===== config.mk =====
export PLATFORM = sky130hd
export DESIGN_NAME = des_key_sched
export DESIGN_NICKNAME = d
export VERILOG_FILES = /design/src/rtl/des_pkg.sv /design/src/rtl/des_key_sched_key_rot.sv /design/src/rtl/des_key_sched.sv
export SDC_FILE = /design/constraint.sdc
export NUM_CORES = 1
export LEC_CHECK = 0
export CAP_MARGIN = 20
export CORE_MARGIN = 2
export CORE_UTILIZATION = 45
export CTS_CLUSTER_DIAMETER = 100
export CTS_CLUSTER_SIZE = 40
export DETAILED_ROUTE_END_ITERATION = 16
export GPL_TIMING_DRIVEN = 0
export HOLD_SLACK_MARGIN = 0.02
export PLACE_DENSITY = 0.86
export SLEW_MARGIN = 40
export SYNTH_ARGS = -nofsm -noshare
export SYNTH_HDL_FRONTEND = slang
export SYNTH_SLANG_ARGS = --single-unit
export TNS_END_PERCENT = 1

===== constraint.sdc =====
create_clock -name i_Clk -period 2.29 [get_ports i_Clk]
set_input_delay 0.5725 -clock i_Clk [delete_from_list [all_inputs] [get_ports i_Clk]]
set_output_delay 0.5725 -clock i_Clk [all_outputs]
set_load 0.01 [all_outputs]

===== src/rtl/des_pkg.sv =====
// Shared constants and state encoding for the DES key-schedule engine.
package des_pkg;

  localparam int DES_HALF_W = 28;
  localparam int DES_ROUNDS = 16;
  localparam logic [DES_ROUNDS-1:0] DES_SHIFT1_MASK = 16'h8103;

  typedef enum logic [0:0] {
    IDLE = 1'b0,
    RUN  = 1'b1
  } des_state_t;

endpackage


===== src/rtl/des_key_sched_key_rot.sv =====
// Combinational half-key rotator: rotates by 1 or 2 bits, left or right, modulo W.
module key_rot #(
  parameter int W = 28
) (
  input  logic [W-1:0] data,
  input  logic         fRight,
  input  logic         f1bit,
  output logic [W-1:0] rotated
);

  logic [W-1:0] rol1, rol2, ror1, ror2;

  assign rol1 = {data[W-2:0], data[W-1]};
  assign rol2 = {data[W-3:0], data[W-1:W-2]};
  assign ror1 = {data[0], data[W-1:1]};
  assign ror2 = {data[1:0], data[W-1:2]};

  always_comb begin
    rotated = rol2;
    if (fRight) rotated = f1bit ? ror1 : ror2;
    else        rotated = f1bit ? rol1 : rol2;
  end

endmodule


===== src/rtl/des_key_sched.sv =====
// Sequential DES key schedule: loads post-PC1 {C,D}, emits N rotated round keys
// over a valid/ready handshake, one round per accepted transfer.
module des_key_sched
  import des_pkg::*;
#(
  parameter int               W           = DES_HALF_W,
  parameter int               N           = DES_ROUNDS,
  parameter logic [N-1:0]     SHIFT1_MASK = DES_SHIFT1_MASK,
  localparam int              RW          = (N > 1) ? $clog2(N) : 1
) (
  input  logic          i_Clk,
  input  logic          i_Rst,
  input  logic          i_Start,
  input  logic          i_fDecrypt,
  input  logic [2*W-1:0] i_Key,
  input  logic          i_Ready,
  output logic          o_Valid,
  output logic [2*W-1:0] o_CD,
  output logic [RW-1:0] o_Round,
  output logic          o_Busy,
  output logic          o_Done
);

  des_state_t   state;
  logic         mode;
  logic [W-1:0] c, d;
  logic [RW-1:0] round;
  logic         done;

  logic [W-1:0] rot_in_c, rot_in_d, rot_c, rot_d;
  logic         rot_right;
  logic [RW-1:0] sh_idx;

  // In IDLE the rotators work on the incoming key so a start can load ROL(sh(0)) directly.
  always_comb begin
    rot_in_c  = c;
    rot_in_d  = d;
    rot_right = mode;
    sh_idx    = mode ? (RW'(N-1) - round) : (round + RW'(1));
    if (state == IDLE) begin
      rot_in_c  = i_Key[2*W-1:W];
      rot_in_d  = i_Key[W-1:0];
      rot_right = 1'b0;
      sh_idx    = '0;
    end
  end

  key_rot #(.W(W)) u_rot_c (
    .data    (rot_in_c),
    .fRight  (rot_right),
    .f1bit   (SHIFT1_MASK[sh_idx]),
    .rotated (rot_c)
  );

  key_rot #(.W(W)) u_rot_d (
    .data    (rot_in_d),
    .fRight  (rot_right),
    .f1bit   (SHIFT1_MASK[sh_idx]),
    .rotated (rot_d)
  );

  always_ff @(posedge i_Clk) begin
    if (i_Rst) begin
      state <= IDLE;
      mode  <= 1'b0;
      c     <= '0;
      d     <= '0;
      round <= '0;
      done  <= 1'b0;
    end else begin
      done <= 1'b0;
      case (state)
        IDLE: begin
          if (i_Start) begin
            state <= RUN;
            mode  <= i_fDecrypt;
            round <= '0;
            // Decrypt round 0 is the loaded key itself.
            c     <= i_fDecrypt ? i_Key[2*W-1:W] : rot_c;
            d     <= i_fDecrypt ? i_Key[W-1:0]   : rot_d;
          end
        end
        RUN: begin
          if (i_Ready) begin
            if (round == RW'(N-1)) begin
              state <= IDLE;
              done  <= 1'b1;
            end else begin
              round <= round + RW'(1);
              c     <= rot_c;
              d     <= rot_d;
            end
          end
        end
        default: state <= IDLE;
      endcase
    end
  end

  assign o_Valid = (state == RUN);
  assign o_Busy  = (state == RUN);
  assign o_CD    = {c, d};
  assign o_Round = round;
  assign o_Done  = done;

endmodule


=== Word-level counts from Yosys, hierarchy flattened ===
Memories as Yosys holds them, arrays and structs flattened.
Cells that the tools add are included.
Widths: inputs -> output; s select.

* $add $sub $neg: 2
* Magnitude comparators: 1
* Eq/ne operators: 4
* Mux-type cells: 31
* Bitwise logic cells: 2
* Reductions and logical operators: 3

{| class="wikitable"
|+ Operators by type and width
! cell !! count
|-
| $mux 28 || 16
|-
| $pmux 28 s2 || 2
|-
| $mux 4 || 5
|-
| $pmux 4 s2 || 1
|-
| $mux 1 || 6
|-
| $ne 2x2->1 const B || 3
|-
| $lt 4x5->1 const B || 1
|-
| $add 4x1->4 const B || 1
|-
| $eq 4x4->1 const B || 1
|-
| $sub 4x4->4 const A || 1
|-
| $reduce_and 3->1 || 1
|-
| $reduce_or 3->1 || 1
|-
| $not 1->1 || 2
|-
| $pmux 1 s2 || 1
|-
| $reduce_and 2->1 || 1
|}

* Bits in registers: 63
* Bits in read-only memories: 16
* Output and inout port bits: 63
* Word-level logic and storage cells: 50
* Memories kept: 1

{| class="wikitable"
|+ Memories
! memory !! depth !! width !! read ports !! clocked after Yosys merged registers in !! write ports !! line !! source
|-
| (no name shown) || 16 || 1 || 1 || 0 || 0 || des_key_sched.sv:58 || <nowiki>.f1bit (SHIFT1_MASK[sh_idx]),</nowiki>
|}

=== Logic depth before layout (Yosys ltp) ===
Gate-level depths: netlist (run 1).

* Depth after elaboration: 10
* Depth in mapped cells: 10
* Gate-level depth less buffers: 7

=== By module ===
From an unflattened synthesis (run 1), not the netlist that was laid out.

* Cells, all modules: 442
* Area, all modules: 5,489.0 sq um

{| class="wikitable"
|+ By module, submodules not included
! module !! times used !! cells each !! area an instance (sq um) !! sequential area each (sq um)
|-
| des_key_sched || 1 || 374 || 4,052.6 || 1,261.2
|-
| key_rot || 2 || 34 || 718.2 || 0.0
|}

=== Worst setup path before layout (run 1) ===
Ideal clock, no wire load.

* Path type: flip-flop to flip-flop
* Start: register round[1] (netlist: o_Round[1])
* End: register c[8]
* Arrival: 2.291 ns
* Required time: 2.221 ns
* Path slack: -0.070 ns
* Stages on the path, launching flop included: 11
* Cell sequence: dfxtp_1 ha_1 buf_6 nor2b_2 a22o_1 buf_2 a22oi_4 nor2_4 buf_6 a221o_1 o21ai_1

* Word-level cells in the longest chain between the ends: 10

{| class="wikitable"
|+ RTL lines
! what !! line !! source
|-
| from (decl) || des_key_sched.sv:27 || <nowiki>logic [RW-1:0] round;</nowiki>
|-
| from (signal assigned) || des_key_sched.sv:89 || <nowiki>round <= round + RW'(1);</nowiki>
|-
| $add 4x1->4 or $sub 4x4->4 (tied branches) || des_key_sched.sv:39 || <nowiki>sh_idx = mode ? (RW'(N-1) - round) : (round + RW'(1));</nowiki>
|-
| $mux 4 || des_key_sched.sv:39 ||
|-
| $mux 4 || des_key_sched.sv:40 || <nowiki>if (state == IDLE) begin</nowiki>
|-
| $mem_v2 16x1 || -- ||
|-
| $mux 1 || -- ||
|-
| $mux 28, on equally long branches || des_key_sched_key_rot.sv:21, des_key_sched_key_rot.sv:20 ||
|-
| $mux 28 || des_key_sched_key_rot.sv:20 || <nowiki>if (fRight) rotated = f1bit ? ror1 : ror2;</nowiki>
|-
| $mux 28, on equally long branches || des_key_sched.sv:85, des_key_sched.sv:79 ||
|-
| $mux 28, on equally long branches || des_key_sched.sv:84, des_key_sched.sv:74 ||
|-
| $pmux 28 s2 || des_key_sched.sv:72 || <nowiki>case (state)</nowiki>
|-
| to (signal assigned) || des_key_sched.sv:79 || <nowiki>c <= i_fDecrypt ? i_Key[2*W-1:W] : rot_c;</nowiki>
|-
| to (signal assigned) || des_key_sched.sv:90 || <nowiki>c <= rot_c;</nowiki>
|-
| to (decl) || des_key_sched.sv:26 || <nowiki>logic [W-1:0] c, d;</nowiki>
|}

Several ways; a longest one is shown, not always the timed one. The select of a mux whose other input is x is not followed.
A chain may end at the register's enable or synchronous reset.

=== Final worst setup path (run 1) ===
* Start: input i_Ready
* End: register c[22]

* Word-level cells in the longest chain between the ends: 2

{| class="wikitable"
|+ RTL lines
! what !! line !! source
|-
| from (decl) || des_key_sched.sv:16 || <nowiki>input logic i_Ready,</nowiki>
|-
| $ne 2x2->1 (no source line) || -- ||
|-
| $reduce_and 3->1 (no source line) || -- ||
|}

Every way passes these cells.

==> parameters.txt, run 1 <==
Parameter                              Value

Timing
  Tmin final    2360 ps
  Count of endpoints failing hold in the final timing report    0
  Setup violation total in the final timing report    14
  Worst-case hold slack    565 ps
  Max transition margin    0.497
  Actual slew at the worst max-slew pin    755 ps
  Final count of pins violating max slew    0
  Setup WS post-layout    -74.9 ps
  Share of the cycle needed by the critical path after routing    1.03
  Max frequency    423 MHz
  Worst setup skew after layout    5.56 ps
  Unrepaired setup endpoints after global routing    yes

CTS
  Sink Count    63
  Root Buffer Master    sky130_fd_sc_hd__clkbuf_16
  Insertion delay of the later-clocked pin in the worst-skew pair    350 ps
  H-Tree Depth    3
  Num CTS Buffers    9
  Clock slew at reported path FFs    60 ps
  TritonCTS clock tree    yes
  Max Root-Sink Buffers    2

Placement
  Number of instances in the placed design    1035
  Detailed Place HPWL    19100 um
  Minimum setup slack after placement    -1090 ps
  Port Buf Inserts    123
  Final RePlAce weighted congestion    0.985
  Area after DPL    7310 um2

GRT
  Largest net degree at the start of global routing    11
  Wire length of the first global-routing pass    42000 um
  Total global-route track usage    0.381
  Number of global-route vias before repair    7385
  Antenna violations before repair    0
  Global-route congestion overflow total    0

Critical path
  Crit-path slowest cell    sky130_fd_sc_hd__clkbuf_1
  CP arrival    2640 ps
  Dominant delay contributor by cell family on the critical path    buffers and inverters
  Sum of buffers and inverters on the critical path    2
  Crit path capture type    flop
  Worst Path Max Fanout    10
  Critical Path Start Type    primary input
  Largest incremental delay on the critical path    530 ps
  Setup CP Type    in2reg
  CP Data Required Time    2560 ps
  List of cells traversed by the critical path    clkdlybuf4s50_1, mux2_2, and2_0, clkbuf_1, and3_1, a31oi_1, o21ai_1

Synth
  Yosys top cell area share    0.215
  Share of synthesized area occupied by flip-flops and latches    0.215
  Number of distinct standard cells referenced by the synthesized netlist    74
  Largest cells by area after synthesis    sky130_fd_sc_hd__dfxtp_1 (22%), sky130_fd_sc_hd__mux2i_1 (8.7%), sky130_fd_sc_hd__mux2_2 (6.7%), sky130_fd_sc_hd__and3_1 (6.2%), sky130_fd_sc_hd__o221ai_1 (5.7%)
  Most instantiated flip-flop cell in the synthesis netlist    sky130_fd_sc_hd__dfxtp_1
  Instance count of the mapped netlist    740
  Share of flip-flops with an asynchronous set or reset after synthesis    0
  Cell type contributing the most total cell area after synthesis    sky130_fd_sc_hd__dfxtp_1
  Synthesized cell area    5860 um2
  Yosys reg bits    63
  Synth Net Count    802
  Average footprint of a synthesized cell    7.92 um2
  Number of warnings reported in the yosys synthesis log    0
  Number of synthesized flops with an enable pin    0

Route
  Number of DRC violations after detailed routing    0
  Post-route ant nets    0
  Violation count after the first detailed-routing iteration    1563
  Routed vias/inst    7.53
  Wire length per cell after detailed routing    26.7 um
  Initial DRT Pass Iterations    6
  Vias    8045
  Sum of routed wire length over all layers    28500 um

Job
  Number of max-cap violations    0

Layout
  Most frequent standard cell in the layout excluding fill and tap cells    sky130_fd_sc_hd__clkdlybuf4s50_1
  Most frequent cells in the layout    sky130_fd_sc_hd__clkdlybuf4s50_1 (123), sky130_fd_sc_hd__dfxtp_1 (60), sky130_fd_sc_hd__and3_1 (58), sky130_fd_sc_hd__a31oi_1 (52), sky130_fd_sc_hd__nor2_1 (50)
  NumNets Final    957
  Fraction of final layout cells sized beyond drive strength 1    0.201
  Post-synthesis to final-layout area growth    39.7%
  Filler-free cell count of the finished design    1069
  Final standard cell area without fillers    8190 um2
  Ant diodes    0

Die
  Effective utilization at floorplan    0.463
  Die span in x    118 um
  Std cell rows    41
  Core area    12700 um2
  Total Die Area    14000 um2
  Num ports    124
  Die outline height    118 um

Worst hold path
  Hold Path Class    reg2reg

Outcome
  Outcome    finished, violations left
  Violated checks    setup timing

Power and ir drop
  P per Cell Area    522 nW/um2
  Worst-case vdd ir drop    342 uV
  Power consumption    4.28 mW
  Leakage Power    3.18 nW
## report_power, final
part	leakage, nW	total (mW)	internal, mW	switching, mW
Combinational	2.53	1.60	0.720	0.876
Sequential	0.520	1.36	1.20	0.156
Clock	0.136	1.32	0.801	0.523
Total	3.18	4.28	2.72	1.55
## worst reg2reg max path, stage by stage (launching register included)
cell and delay [ps]:
sky130_fd_sc_hd__dfxtp_1 360, sky130_fd_sc_hd__clkbuf_4 240, sky130_fd_sc_hd__buf_6 210, sky130_fd_sc_hd__buf_6 240
sky130_fd_sc_hd__buf_6 240, sky130_fd_sc_hd__nand2_1 170, sky130_fd_sc_hd__nor2b_1 290, sky130_fd_sc_hd__nand2_1 100
sky130_fd_sc_hd__a311oi_1 380
## final cells by class
cell class	instances	area, um2
clock inverters	1	5.00
inverters	8	33.8
repair buffers	144	1410
well taps	172	215
fillers	1107	4480
clock buffers	12	267
multi-input cells	590	4440
flip-flops and latches	63	1270
plain buffers	79	556
## repair_timing
item / CTS / global route
buffers inserted: 9 / 11
endpoints found under the setup margin: 59 / 57
hold buffers: 0 / 0
pin swaps: 6 / 17
cloned: 1 / 0
resized for setup: 42 / 112
## cell families (layout without fill, tap and decap cells)
family / Yosys count / count (layout) / share of synthesized area
AO/OA/AOI/OAI: 296 / 296 / 0.371
AND/OR/NAND/NOR: 205 / 205 / 0.183
buffers and inverters: 87 / 244 / 0.0715
multiplexers: 86 / 86 / 0.154
adder cells (fa/ha/maj): 1 / 1 / 0.00213
flip-flops: 63 / 63 / 0.215
XOR/XNOR: 2 / 2 / 0.00299
## worst paths after layout
kind | start | to | slack, ps | cells past startpoint
worst max-delay path | i_Ready | c[22] | -70 | 7
worst min-delay path | c[11] | c[11] | 570 | 2
worst max register to register | o_Busy | o_Round[3] | -70 | 8
worst min register to register | c[11] | c[11] | 570 | 2
## flip-flops by register name (all words and copies together), names as in the netlist
register  flops
c            28
o_Round       4
o_Done        1
mode          1
d            28
o_Busy        1
## synthesized netlist by cell type (all sizes together) (7+ instances only)
master,instances
o221ai,38
a31oi,52
buf,37
nor2,56
clkbuf,42
mux2,35
mux2i,51
o21ai,73
o32ai,7
a221oi,14
nand3,14
inv,7
a221o,32
o31ai,7
dfxtp,63
nand2,29
nor3,14
and3,58
or3,8
a21oi,23
## stage by stage
| step | setup TNS, ps | utilization |
|---|---|---|
| finish | -544 | 0.646 |
| CTS | -1020 | 0.617 |
| global route | -1080 | 0.646 |
| detailed placement | -36250 | 0.577 |
| global placement | -36690 | 0.577 |
| floorplan | 0 | - |
## routing by layer
metal	wire length, um	share of wire	track usage	up-vias
met5	0	0	0.0147	-
met4	1820	0.064	0.197	0
met3	4150	0.15	0.0994	208
met2	12000	0.42	0.574	858
met1	10600	0.37	0.497	3688
li1	-	-	-	3291
No activity file was read; power rests on OpenSTA's default activity.
==> run 2, diff against run 1 <==
--- a/config.mk
+++ b/config.mk
@@ -6,7 +6,7 @@
 export NUM_CORES = 1
 export LEC_CHECK = 0
 export CAP_MARGIN = 20
-export CORE_MARGIN = 2
+export CORE_MARGIN = 4
 export CORE_UTILIZATION = 45
 export CTS_CLUSTER_DIAMETER = 100
 export CTS_CLUSTER_SIZE = 40
==> run 2 against run 1 <==
Against the previous run: the run still ends with setup timing left; clock skew is 2.9 ps higher; via count is essentially flat; clock power up 27%; final cell count is 2.2% higher; highest routed layer unchanged.
==> parameters.txt, run 2 (same netlist as run 1, synthesis figures left out) <==
Parameter                              Value

Placement
  Detailed Place HPWL    19300 um (was 19100 um)
  Number of instances in the placed design    1035 (unchanged)
  Final RePlAce weighted congestion    1.02 (was 0.985)
  Minimum setup slack after placement    -1080 ps (was -1090 ps)
  Port Buf Inserts    123 (unchanged)

GRT
  Wire length of the first global-routing pass    41700 um (was 42000 um)
  Met2 global-route usage    0.544 (was 0.574)
  Number of global-route vias before repair    7334 (was 7385)
  GR peak layer    met2 (unchanged)
  Total global-route track usage    0.360 (was 0.381)
  Global Route met1 Usage    0.478 (was 0.497)
  Largest net degree at the start of global routing    12 (was 11)
  Met3 capacity usage during global routing    0.0919 (was 0.0994)
  Antenna violations before repair    0 (unchanged)
  Global-route congestion overflow total    0 (unchanged)

CTS
  Num CTS Buffers    9 (unchanged)
  Max Root-Sink Buffers    2 (unchanged)
  H-Tree Depth    3 (unchanged)
  Insertion delay of the later-clocked pin in the worst-skew pair    350 ps (about the same)
  Hold buffers post-CTS    0 (unchanged)
  Sink Count    63 (unchanged)
  Clock slew at reported path FFs    60 ps (about the same)
  Root Buffer Master    sky130_fd_sc_hd__clkbuf_16 (unchanged)
  TritonCTS clock tree    yes (unchanged)

Worst hold path
  Endpoint of the worst hold path    c[11] (unchanged)
  Hold Path Class    reg2reg (unchanged)
  Worst min-delay path startpoint    c[11] (unchanged)
  Hold-critical path depth    2 (unchanged)

Die
  Num ports    124 (unchanged)
  Std cell rows    41 (unchanged)
  Die span in x    122 um (was 118 um)
  Core area    12700 um2 (unchanged)
  Die outline height    122 um (was 118 um)
  Effective utilization at floorplan    0.463 (unchanged)
  Total Die Area    14900 um2 (was 14000 um2)

Route
  Routed vias/inst    7.36 (was 7.53)
  Wire length per cell after detailed routing    26.5 um (was 26.7 um)
  Sum of routed wire length over all layers    28900 um (was 28500 um)
  Number of DRC violations after detailed routing    0 (unchanged)
  Violation count after the first detailed-routing iteration    1641 (was 1563)
  Initial DRT Pass Iterations    7 (was 6)
  Vias    8040 (was 8045)
  Post-route ant nets    0 (unchanged)

Timing
  Unrepaired setup endpoints after global routing    yes (unchanged)
  Actual slew at the worst max-slew pin    709 ps (was 755 ps)
  Max frequency    426 MHz (was 423 MHz)
  Setup WS post-layout    -56.4 ps (was -74.9 ps)
  Tmin final    2350 ps (was 2360 ps)
  Share of the cycle needed by the critical path after routing    1.02 (was 1.03)
  Worst-case hold slack    563 ps (was 565 ps)
  Setup violation total in the final timing report    14 (unchanged)
  Worst setup skew after layout    8.46 ps (was 5.56 ps)
  Final count of pins violating max slew    0 (unchanged)
  Count of endpoints failing hold in the final timing report    0 (unchanged)
  Max transition margin    0.524 (was 0.497)

Layout
  Most frequent standard cell in the layout excluding fill and tap cells    sky130_fd_sc_hd__clkdlybuf4s50_1 (unchanged)
  NumNets Final    977 (was 957)
  Fillcell total    1009 (was 1107)
  Most frequent cells in the layout    sky130_fd_sc_hd__clkdlybuf4s50_1 (123), sky130_fd_sc_hd__dfxtp_1 (61), sky130_fd_sc_hd__and3_1 (58), sky130_fd_sc_hd__nor2_1 (52), sky130_fd_sc_hd__a31oi_1 (51) (was sky130_fd_sc_hd__clkdlybuf4s50_1 (123), sky130_fd_sc_hd__dfxtp_1 (60), sky130_fd_sc_hd__and3_1 (58), sky130_fd_sc_hd__a31oi_1 (52), sky130_fd_sc_hd__nor2_1 (50))
  Post-synthesis to final-layout area growth    44.5% (was 39.7%)
  Ant diodes    0 (unchanged)
  Filler-free cell count of the finished design    1092 (was 1069)
  Fraction of final layout cells sized beyond drive strength 1    0.225 (was 0.201)

Power and ir drop
  Fraction of power spent switching nets    0.343 (was 0.364)
  Share of total power in sequential cells    0.291 (was 0.317)
  P_sw    1.60 mW (was 1.55 mW)
  Power share of the clock group    0.361 (was 0.310)
  Worst-case vdd ir drop    268 uV (was 342 uV)
  P per Cell Area    550 nW/um2 (was 522 nW/um2)
  Internal power    3.07 mW (was 2.72 mW)
  Leakage Power    3.32 nW (was 3.18 nW)
  Relative contribution of combinational cells to total power    0.348 (was 0.373)

Critical path
  Critical Path Start Type    flop (was primary input)
  CP arrival    2580 ps (was 2640 ps)
  Worst Path Max Fanout    10 (unchanged)
  Depth of the most critical reg-to-reg path    7 (was 8)
  Worst-case register-to-register setup slack    -60 ps (was -70 ps)
  RR Startpoint    mode (was o_Busy)
  Critical R2R Capture    c[23] (was o_Round[3])
  Setup CP Type    reg2reg (was in2reg)
  CP Data Required Time    2520 ps (was 2560 ps)
  Crit path capture type    flop (unchanged)

Job
  Number of max-cap violations    0 (unchanged)

Outcome
  Violated checks    setup timing (unchanged)
  Outcome    finished, violations left (unchanged)
[run 2: through the flow]
stage | utilization | setup TNS, ps | power [mW] | instance area, um2
6_report | 0.669 | -336 | 4.67 | 8480
5_1_grt | 0.669 | -1530 | 4.76 | 8480
4_1_cts | 0.638 | -51.2 | 4.49 | 8090
3_5_place_dp | 0.578 | -38170 | 2.76 | 7320
3_3_place_gp | 0.577 | -36560 | 2.76 | 7310
2_1_floorplan | - | 0 | 2.12 | 5870
[run 2: timing repair]
action | CTS | global route
buffers inserted | 23 | 18
pin swaps | 7 | 9
gates resized for setup | 70 | 79
endpoints found under the setup margin | 59 | 57
cloned | 0 | 2
[run 2: worst max-delay path by stage]
stage / to / startpoint / slack, ps / cells past startpoint
6_report: c[23] / mode / -60 / 7
5_1_grt: d[1] / o_Round[1] / -270 / 10
4_1_cts: c[23] / mode / -40 / 7
3_5_place_dp: c[4] / i_Rst / -1080 / 9
3_3_place_gp: c[13] / i_Rst / -1060 / 9
2_1_floorplan: c[8] / o_Round[0] / 20 / 10
[run 2: critical path, stage by stage, from the launching register on]
cell and delay [ps]:
sky130_fd_sc_hd__dfxtp_1 310, sky130_fd_sc_hd__buf_4 210, sky130_fd_sc_hd__clkinvlp_4 210, sky130_fd_sc_hd__or4_4 610
sky130_fd_sc_hd__clkbuf_4 240, sky130_fd_sc_hd__o21ai_0 230, sky130_fd_sc_hd__a211oi_1 110, sky130_fd_sc_hd__a211o_1 310
[run 2: power by group through the flow]
stage	combinational, mW	clock [mW]	sequential (mW)
floorplan	0.750	0	1.37
global placement	1.39	0	1.37
detailed placement	1.40	0	1.37
CTS	1.47	1.67	1.34
global route	1.68	1.71	1.37
finish	1.62	1.68	1.36
[run 2: cell type report]
| cell class | instances | area, um2 | share of cell area |
|---|---|---|---|
| Timing Repair Buffer | 166 | 1580 | 0.186 |
| Sequential cell | 63 | 1270 | 0.149 |
| Multi-Input combinational cell | 590 | 4470 | 0.528 |
| Tap cell | 172 | 215 | 0.0254 |
| Buffer | 77 | 551 | 0.0649 |
| Inverter | 8 | 37.5 | 0.00443 |
| Clock buffer | 11 | 253 | 0.0298 |
| Clock inverter | 5 | 104 | 0.0123 |
[run 2: per-layer routing]
metal  wire length, um  vias to the layer above
li1                  -                     3317
met3              4440                      191
met5                 0                        -
met4              1670                        0
met2             12300                      842
met1             10500                     3690
==> run 3, diff against run 2 <==
--- a/config.mk
+++ b/config.mk
@@ -14,6 +14,7 @@
 export GPL_TIMING_DRIVEN = 0
 export HOLD_SLACK_MARGIN = 0.02
 export PLACE_DENSITY = 0.86
+export RECOVER_POWER = 100
 export SLEW_MARGIN = 40
 export SYNTH_ARGS = -nofsm -noshare
 export SYNTH_HDL_FRONTEND = slang
==> run 3 against run 2 <==
Against the previous run: the run still ends with setup timing left; worst hold slack got worse by 6.2 ps; die area stayed put; fmax decreased by 0.83%; wire length fell by 0.21%; combinational power barely moved; critical path depth unchanged; clock skew is 0.60 ps higher; register-to-register slack worse by 20 ps; critical endpoint is now d[1]; highest routed layer unchanged.
==> parameters.txt, run 3 (same netlist as run 1, synthesis figures left out) <==
Parameter                              Value

Layout
  Area of the multi-input gates    4470 um2 (unchanged)
  Total area of sequential cells    1270 um2 (unchanged)
  Ant diodes    0 (unchanged)
  Fraction of final layout cells sized beyond drive strength 1    0.225 (unchanged)
  Final standard cell area without fillers    8480 um2 (unchanged)
  Final Util    0.669 (unchanged)
  Post-synthesis to final-layout area growth    44.5% (unchanged)
  Most frequent cells in the layout    sky130_fd_sc_hd__clkdlybuf4s50_1 (122), sky130_fd_sc_hd__dfxtp_1 (61), sky130_fd_sc_hd__and3_1 (58), sky130_fd_sc_hd__nor2_1 (52), sky130_fd_sc_hd__a31oi_1 (51) (was sky130_fd_sc_hd__clkdlybuf4s50_1 (123), sky130_fd_sc_hd__dfxtp_1 (61), sky130_fd_sc_hd__and3_1 (58), sky130_fd_sc_hd__nor2_1 (52), sky130_fd_sc_hd__a31oi_1 (51))
  Fillcell total    1009 (unchanged)
  NumNets Final    977 (unchanged)
  Most frequent standard cell in the layout excluding fill and tap cells    sky130_fd_sc_hd__clkdlybuf4s50_1 (unchanged)

Critical path
  CP arrival    2600 ps (was 2580 ps)
  List of cells traversed by the critical path    buf_4, clkinvlp_4, nor4_4, clkbuf_2, a221oi_1, o21ai_0, o21ai_1 (was buf_4, clkinvlp_4, or4_4, clkbuf_4, o21ai_0, a211oi_1, a211o_1)
  Setup CP Type    reg2reg (unchanged)
  Logic depth of the worst setup path including buffers    7 (unchanged)
  Sum of buffers and inverters on the critical path    3 (unchanged)
  Critical Path Start Type    flop (unchanged)
  Largest incremental delay on the critical path    730 ps (was 610 ps)
  CP Data Required Time    2520 ps (about the same)
  Dominant delay contributor by cell family on the critical path    buffers and inverters (unchanged)
  Depth of the most critical reg-to-reg path    7 (unchanged)
  Crit-path slowest cell    sky130_fd_sc_hd__nor4_4 (was sky130_fd_sc_hd__or4_4)
  Worst-case register-to-register setup slack    -80 ps (was -60 ps)
  Crit path capture type    flop (unchanged)
  Worst Path Max Fanout    10 (unchanged)

Timing
  Setup TNS    -602 ps (was -336 ps)
  Share of the cycle needed by the critical path after routing    1.03 (was 1.02)
  Final count of pins violating max slew    0 (unchanged)
  Max frequency    423 MHz (was 426 MHz)
  Actual slew at the worst max-slew pin    744 ps (was 709 ps)
  Unrepaired setup endpoints after global routing    yes (unchanged)
  Setup violation total in the final timing report    18 (was 14)
  Tmin final    2370 ps (was 2350 ps)
  Max transition margin    0.500 (was 0.524)
  Setup WS post-layout    -76.0 ps (was -56.4 ps)
  Count of endpoints failing hold in the final timing report    0 (unchanged)
  Worst setup skew after layout    9.06 ps (was 8.46 ps)

Outcome
  Violated checks    setup timing (unchanged)
  Outcome    finished, violations left (unchanged)

CTS
  Num CTS Buffers    9 (unchanged)
  Hold buffers post-CTS    0 (unchanged)
  TritonCTS clock tree    yes (unchanged)
  Sink Count    63 (unchanged)
  Root Buffer Master    sky130_fd_sc_hd__clkbuf_16 (unchanged)
  Insertion delay of the later-clocked pin in the worst-skew pair    350 ps (about the same)
  Clock slew at reported path FFs    60 ps (about the same)
  Max Root-Sink Buffers    2 (unchanged)
  H-Tree Depth    3 (unchanged)

Power and ir drop
  P_sw    1.60 mW (about the same)
  Power share of the clock group    0.361 (about the same)
  Share of total power in sequential cells    0.292 (was 0.291)
  Worst-case vdd ir drop    267 uV (was 268 uV)
  Power consumption    4.66 mW (was 4.67 mW)
  Fraction of power spent switching nets    0.343 (about the same)
  Relative contribution of combinational cells to total power    0.347 (was 0.348)
  Internal power    3.07 mW (about the same)
  P per Cell Area    550 nW/um2 (about the same)
  Leakage Power    3.33 nW (was 3.32 nW)

Placement
  Detailed Place HPWL    19300 um (unchanged)
  Final RePlAce weighted congestion    1.02 (unchanged)
  Area after DPL    7320 um2 (unchanged)
  Port Buf Inserts    123 (unchanged)
  Minimum setup slack after placement    -1080 ps (unchanged)

GRT
  Total global-route track usage    0.360 (unchanged)
  Wire length of the first global-routing pass    41700 um (unchanged)
  Largest net degree at the start of global routing    12 (unchanged)
  Antenna violations before repair    0 (unchanged)
  Global-route congestion overflow total    0 (unchanged)
  Number of global-route vias before repair    7334 (unchanged)

Worst hold path
  Hold Path Class    reg2reg (unchanged)
  Hold-critical path depth    2 (unchanged)

Die
  Effective utilization at floorplan    0.463 (unchanged)
  Num ports    124 (unchanged)
  Die outline height    122 um (unchanged)
  Die span in x    122 um (unchanged)
  Std cell rows    41 (unchanged)
  Core area    12700 um2 (unchanged)
  Total Die Area    14900 um2 (unchanged)

Route
  Vias    8029 (was 8040)
  Initial DRT Pass Iterations    9 (was 7)
  Violation count after the first detailed-routing iteration    1679 (was 1641)
  Post-route ant nets    0 (unchanged)
  Wire length per cell after detailed routing    26.4 um (was 26.5 um)
  Sum of routed wire length over all layers    28800 um (was 28900 um)
  Number of DRC violations after detailed routing    0 (unchanged)
  Routed vias/inst    7.35 (was 7.36)

Job
  Number of max-cap violations    0 (unchanged)
## run 3: changes by cell type in the layout (fill, tap and decap cells not counted)
cell,previous run,this run
sky130_fd_sc_hd__clkdlybuf4s50_1,123,122
sky130_fd_sc_hd__dlygate4sd3_1,0,1
## run 3: layer usage
metal / vias to the layer above / part of all wire / GRT usage
met2: 805 / 0.42 / 0.544
met3: 217 / 0.15 / 0.0919
met4: 0 / 0.063 / 0.171
met5: - / 0 / 0
met1: 3676 / 0.37 / 0.478
li1: 3331 / - / -
## run 3: tightest hold or removal path: stages, from the launching register on
cell	delay, ps
sky130_fd_sc_hd__dfxtp_1	370
sky130_fd_sc_hd__a31oi_1	90
sky130_fd_sc_hd__o21ai_1	60
## run 3: through the flow
step	std cells	hold WS, ps
2_1_floorplan	740	545
3_5_place_dp	1035	544
3_3_place_gp	1035	538
5_1_grt	1092	594
6_report	1092	557
4_1_cts	1073	560
## run 3: worst paths after layout
check        start     to
max           mode   d[1]
min          c[11]  c[11]
max reg2reg   mode   d[1]
min reg2reg  c[11]  c[11]
## run 3: timing repair
item / 4_1_cts / 5_1_grt
setup buffers: 23 / 18
pin swaps: 7 / 9
resized for setup: 70 / 79
hold endpoints to repair: 0 / 0
setup endpoints to repair: 59 / 57
cloned: 0 / 2
## run 3: power groups by stage
stage / clock, mW / sequential, mW / combinational (mW)
floorplan: 0 / 1.37 / 0.750
global placement: 0 / 1.37 / 1.39
detailed placement: 0 / 1.37 / 1.40
CTS: 1.67 / 1.34 / 1.47
global route: 1.71 / 1.37 / 1.68
finish: 1.68 / 1.36 / 1.62
## run 3: area by class of cell
| type | count | area share |
|---|---|---|
| Sequential cell | 63 | 0.149 |
| Clock inverter | 5 | 0.0123 |
| Clock buffer | 11 | 0.0298 |
| Multi-Input combinational cell | 590 | 0.528 |
| Timing Repair Buffer | 166 | 0.186 |
| Buffer | 77 | 0.0649 |
| Tap cell | 172 | 0.0254 |
| Inverter | 8 | 0.00443 |
